===== config.mk =====
export PLATFORM = sky130hd
export DESIGN_NAME = spram_arbiter
export DESIGN_NICKNAME = d
export VERILOG_FILES = /design/src/rtl/spram_arb_pkg.sv /design/src/rtl/rr_pick2.sv /design/src/rtl/spram_arbiter.sv
export SDC_FILE = /design/constraint.sdc
export NUM_CORES = 1
export LEC_CHECK = 0
export BUFFER_PORTS_ARGS = -buffer_cell sky130_fd_sc_hd__buf_4
export CORE_MARGIN = 2
export CORE_UTILIZATION = 43
export CTS_BUF_LIST = sky130_fd_sc_hd__clkbuf_2
export DETAILED_ROUTE_END_ITERATION = 12
export PLACE_DENSITY = 0.79
export SYNTH_ARGS = -nofsm -noshare
export SYNTH_HDL_FRONTEND = slang
export SYNTH_SLANG_ARGS = --single-unit

===== constraint.sdc =====
create_clock -name clk -period 2.4 [get_ports clk]
set_clock_uncertainty 0.05 [all_clocks]
set_input_delay 0.48 -clock clk [delete_from_list [all_inputs] [get_ports clk]]
set_output_delay 0.48 -clock clk [all_outputs]
set_load 0.01 [all_outputs]

===== src/rtl/spram_arb_pkg.sv =====
// Shared types for the SPRAM arbiter: default widths, FSM encoding and the
// request bundle presented by each requester.
package spram_arb_pkg;

  localparam int SPRAM_AW = 14;
  localparam int SPRAM_DW = 16;

  typedef enum logic [1:0] {
    ACTIVE  = 2'd0,
    STANDBY = 2'd1,
    WAKE    = 2'd2
  } arb_state_t;

  typedef struct packed {
    logic                we;
    logic [SPRAM_AW-1:0] addr;
    logic [SPRAM_DW-1:0] wdata;
    logic [3:0]          wmask;
  } spram_req_t;

endpackage


===== src/rtl/rr_pick2.sv =====
// Two-way picker: a lone requester always wins, on conflict the side named
// by prefer wins (round-robin or fixed priority depending on how prefer is driven).
module rr_pick2 (
  input  logic [1:0] valid,
  input  logic       prefer,
  output logic [1:0] grant
);

  always_comb begin
    grant    = 2'b00;
    grant[0] = valid[0] & (~valid[1] | ~prefer);
    grant[1] = valid[1] & (~valid[0] |  prefer);
  end

endmodule


===== src/rtl/spram_arbiter.sv =====
// Two-requester arbiter/sequencer for an SB_SPRAM256KA with idle-driven standby.
// Define SPRAM_ARB_FIXED_PRIO_EN for fixed priority (requester 0 wins conflicts).
//
// state   | meaning
// --------+------------------------------------------------------------
// ACTIVE  | grants allowed, idle counter running
// STANDBY | RAM in standby, no grants, any valid starts a wake
// WAKE    | standby released, one settle cycle before grants resume
module spram_arbiter
  import spram_arb_pkg::*;
#(
  parameter int AW          = SPRAM_AW,
  parameter int DW          = SPRAM_DW,
  parameter int IDLE_CYCLES = 64
) (
  input  logic          clk,
  input  logic          rst,
  input  logic          req0_valid,
  output logic          req0_ready,
  input  logic          req0_we,
  input  logic [AW-1:0] req0_addr,
  input  logic [DW-1:0] req0_wdata,
  input  logic [3:0]    req0_wmask,
  output logic          rsp0_valid,
  output logic [DW-1:0] rsp0_rdata,
  input  logic          req1_valid,
  output logic          req1_ready,
  input  logic          req1_we,
  input  logic [AW-1:0] req1_addr,
  input  logic [DW-1:0] req1_wdata,
  input  logic [3:0]    req1_wmask,
  output logic          rsp1_valid,
  output logic [DW-1:0] rsp1_rdata,
  output logic [AW-1:0] ram_addr,
  output logic [DW-1:0] ram_din,
  output logic [3:0]    ram_maskwren,
  output logic          ram_wren,
  output logic          ram_cs,
  output logic          ram_standby,
  input  logic [DW-1:0] ram_dout
);

  localparam int CW   = (IDLE_CYCLES < 2) ? 1 : $clog2(IDLE_CYCLES);
  localparam int TC_I = (IDLE_CYCLES > 0) ? IDLE_CYCLES - 1 : 0;
  localparam logic [CW-1:0] TC = CW'(TC_I);

  arb_state_t    state, state_nx;
  logic [CW-1:0] idle_cnt, idle_nx;
  logic [1:0]    valid, pick, grant;
  logic          prefer;
  logic          any_grant;
  spram_req_t    sel;
  logic          rd_pend, rd_owner;
  logic [DW-1:0] rdata0_q, rdata1_q;

  assign valid = {req1_valid, req0_valid};

`ifdef SPRAM_ARB_FIXED_PRIO_EN
  assign prefer = 1'b0;
`else
  // last_gnt = 1 after reset so requester 0 is preferred first
  logic last_gnt;
  assign prefer = ~last_gnt;

  always_ff @(posedge clk) begin
    if (rst)           last_gnt <= 1'b1;
    else if (grant[0]) last_gnt <= 1'b0;
    else if (grant[1]) last_gnt <= 1'b1;
  end
`endif

  rr_pick2 u_pick (
    .valid  (valid),
    .prefer (prefer),
    .grant  (pick)
  );

  assign grant      = (state == ACTIVE && !rst) ? pick : 2'b00;
  assign any_grant  = |grant;
  assign req0_ready = grant[0];
  assign req1_ready = grant[1];

  always_comb begin
    sel = '0;
    if (grant[1]) sel = '{we: req1_we, addr: req1_addr, wdata: req1_wdata, wmask: req1_wmask};
    else          sel = '{we: req0_we, addr: req0_addr, wdata: req0_wdata, wmask: req0_wmask};
  end

  assign ram_cs       = any_grant;
  assign ram_wren     = any_grant & sel.we;
  assign ram_addr     = any_grant ? sel.addr : '0;
  assign ram_din      = any_grant ? sel.wdata : '0;
  assign ram_maskwren = (any_grant & sel.we) ? sel.wmask : 4'b0000;
  assign ram_standby  = (state == STANDBY);

  always_comb begin
    state_nx = state;
    idle_nx  = idle_cnt;
    case (state)
      ACTIVE: begin
        if (|valid) begin
          idle_nx = '0;
        end else if (IDLE_CYCLES != 0 && idle_cnt == TC) begin
          state_nx = STANDBY;
          idle_nx  = '0;
        end else if (idle_cnt != '1) begin
          idle_nx = idle_cnt + 1'b1;
        end
      end
      STANDBY: if (|valid) state_nx = WAKE;
      WAKE:    state_nx = ACTIVE;
      default: state_nx = ACTIVE;
    endcase
  end

  always_ff @(posedge clk) begin
    if (rst) begin
      state    <= ACTIVE;
      idle_cnt <= '0;
    end else begin
      state    <= state_nx;
      idle_cnt <= idle_nx;
    end
  end

  // Response path: RAM has one cycle of read latency, so one pending bit suffices
  always_ff @(posedge clk) begin
    if (rst) begin
      rd_pend  <= 1'b0;
      rd_owner <= 1'b0;
    end else begin
      rd_pend  <= any_grant & ~sel.we;
      rd_owner <= grant[1];
    end
  end

  assign rsp0_valid = rd_pend & ~rd_owner & ~rst;
  assign rsp1_valid = rd_pend &  rd_owner & ~rst;
  assign rsp0_rdata = rsp0_valid ? ram_dout : rdata0_q;
  assign rsp1_rdata = rsp1_valid ? ram_dout : rdata1_q;

  always_ff @(posedge clk) begin
    if (rst) begin
      rdata0_q <= '0;
      rdata1_q <= '0;
    end else begin
      if (rsp0_valid) rdata0_q <= ram_dout;
      if (rsp1_valid) rdata1_q <= ram_dout;
    end
  end

endmodule


==> impl_results.md <==
- Wire length per cell: 16.3 µm
- Fraction of power spent switching nets: 26.5%
- GP Congestion: 0.820
- WS Path Type: flip-flop to primary output
- Req. time, crit path: 1.87 ns
- Cell Pwr Density: 420 nW/µm²
- Dpl cells: 510
- Largest net degree at the start of global routing: 39
- Final WL: 8.65 mm
- Setup slack after layout: -0.00641 ns
- Worst Setup End Kind: primary output
- Initial antenna violation count: 0
- Area added between synthesis and finish: 73.1%
- Port Buffers: 162
- Layout cells sized above 1: 56.6%
- Startpoint types: flip-flop
- Nets: 548
- Most frequent cells in the layout: buf_4, dfxtp_1, nor2b_1
- CP Max Fanout: 5
- Avg Synthesized Cell Area: 8.28 µm²
- Vias in the first global route: 2601
- Root buffer cell: clkbuf_2
- Hold Crit Class: input pin to flip-flop
- Worst vdd ir: 0.000305 V
- Hold-fix buffers, CTS: 0
- Max-cap violations: 0
- CTS H-tree depth: 2
- Initial Util: 44.1%
- # IOs: 163
- DR iter-0 viols: 132
- CTS tree: built
- DRC violations left: 0
- Clock transition at the registers of the reported paths: 0.20 ns
- Core Util, Final: 76.4%
- Clock power frac: 29.5%
- DP Area: 3730 µm²
- Final Hold Fails: 0
- Period utilisation layout: 100%
- Clock sink count: 43
- CTS buffer count: 5
- P_int: 0.00128 W
- Cells after synthesis: 290
- Detail-routed via count per cell: 5.38
- YS warnings: 0
- Min Clock Period, post-route: 2.41 ns
- Die W: 78.7 µm
- Post-Layout Cell Count: 530
- Status: complete, but fails checks
- Post-synth net total: 381
- Final setup fails: 1
- Mapped cell area: 2400 µm²
- First-pass GRT wire length: 11.8 mm
- Logic pwr share: 28.4%
- Arr. time, crit path: 1.88 ns
- Total congestion overflow: 0
- Post-route cell area: 4160 µm²
- Yosys cell types: 32
- Hold_ws: 0.363 ns
- GRT Overall Usage: 23.4%
- F_max: 416 MHz
- Final setup TNS: -0.00641 ns
- Pleak: 1.89 nW
- RSZ-0062 raised after global routing: yes
- Clk_lat worst skew: 0.40 ns
- Num rows: 27
- DRT antenna net count: 0
- Slew HR: 77.9%
- Sw Pwr: 0.000463 W
- HPWL after DPL: 5.62 mm
- Failing checks: setup timing
- ANT cells: 0
- Measured slew at the worst slew-check pin: 0.331 ns
- Final Slew Violations: 0
- Register area share after synthesis: 35.9%
- First-pass DRT Iterations: 4
- Synthesis-stage register bit count: 43
- DIE AREA: 6200 µm²
- Maximum clock path buffer count: 2
- Die height: 78.7 µm
- Most common cell after layout, fill and taps aside: buf_4
- Sequential power share: 42.1%
- Vias: 2853
- Core Area: 5440 µm²
kinds of logic (layout without fill, tap and decap cells):
| logic type | after synthesis | after routing | share of synthesized area, % |
|---|---|---|---|
| multiplexers | 32 | 32 | 15.0 |
| XOR/XNOR | 1 | 1 | 0.365 |
| adder cells (fa/ha/maj) | 1 | 1 | 0.521 |
| AND/OR/NAND/NOR | 100 | 100 | 23.5 |
| AO/OA/AOI/OAI | 85 | 85 | 19.3 |
| buffers and inverters | 28 | 196 | 5.47 |
| flip-flops | 43 | 43 | 35.9 |
flip-flops by register name, indices dropped and copies added, names as in the netlist:
signal / cells
rd_owner: 1
rdata1_q: 16
state: 2
rdata0_q: 16
rd_pend: 1
last_gnt: 1
idle_cnt: 6
metal layers:
layer  global-route usage [%]  routed length, µm
met4                     10.0                311
met3                     6.48                661
met2                     42.1               4450
met5                        0                  0
met1                     25.8               3230
power groups by stage:
stage / Combinational (W) / Clock [W] / Sequential [W]
3_5_place_dp: 0.000427 / 0 / 0.000751
4_1_cts: 0.000432 / 0.000520 / 0.000735
6_report: 0.000495 / 0.000516 / 0.000735
5_1_grt: 0.000529 / 0.000554 / 0.000738
2_1_floorplan: 0.000180 / 0 / 0.000748
3_3_place_gp: 0.000422 / 0 / 0.000749
critical path: stages (launching register included):
cell	delay, ns
dfxtp_2	0.37
buf_6	0.13
nor3_4	0.24
buf_6	0.18
buf_12	0.11
nand4_1	0.10
a21oi_1	0.20
buf_4	0.16
per-stage QoR:
stage	setup slack [ns]	power (W)
after floorplan	0.318	0.000928
after global placement	0.130	0.00117
after detailed placement	0.143	0.00118
after CTS	0.000549	0.00169
after global routing	-0.118	0.00182
final	-0.00641	0.00175
cells in the mapped netlist:
cell type / n / area, µm²
nor3b_1: 2 / 15.0
a221o_1: 1 / 10.0
buf_6: 3 / 33.8
nor2_1: 8 / 30.0
nor3b_2: 1 / 12.5
or3_1: 3 / 18.8
or2_1: 1 / 6.26
o21ai_0: 33 / 165
ha_1: 1 / 12.5
inv_1: 3 / 11.3
nand2_1: 8 / 30.0
a21bo_2: 1 / 10.0
nand3b_1: 1 / 7.51
dfxtp_1: 43 / 861
a21boi_1: 1 / 7.51
o21bai_1: 1 / 7.51
buf_2: 3 / 15.0
clkbuf_1: 19 / 71.3
a21oi_1: 38 / 190
o21ai_1: 1 / 5.00
nand3_1: 35 / 175
nor2b_1: 34 / 213
nor3_4: 1 / 16.3
a31oi_1: 2 / 12.5
xnor2_1: 1 / 8.76
o211ai_1: 5 / 37.5
o2111ai_1: 1 / 8.76
mux2_2: 32 / 360
and3_1: 1 / 6.26
nand4_1: 4 / 25.0
or4_1: 1 / 7.51
o211a_1: 1 / 10.0
what timing repair did:
action	in CTS	in global routing
pin swaps	0	17
buffers inserted	0	6
endpoints found under the setup margin	29	37
gates resized for setup	7	50
gates cloned	0	6
area by class of cell:
cell class | instances | area, µm²
clock buffer | 6 | 30.0
clock inverter | 2 | 60.1
fill | 382 | 1280
inverter | 3 | 11.3
multi-input combinational | 219 | 1570
sequential | 43 | 866
tap | 72 | 90.1
timing repair buffer | 185 | 1530
path summary, 6_finish.rpt:
kind | to | slack, ns | cells after the start | from
setup reg to reg | idle_cnt[5]$_SDFFE_PP0P_ | 0.51 | 6 | state[0]$_SDFFE_PP0P_
setup / recovery | ram_maskwren[1] | -0.006 | 7 | state[0]$_SDFFE_PP0P_
hold reg to reg | idle_cnt[0]$_SDFFE_PP0P_ | 0.48 | 2 | idle_cnt[0]$_SDFFE_PP0P_
hold / removal | last_gnt$_SDFFE_PP1P_ | 0.36 | 3 | req0_valid
No activity file was read; power rests on OpenSTA's default activity.
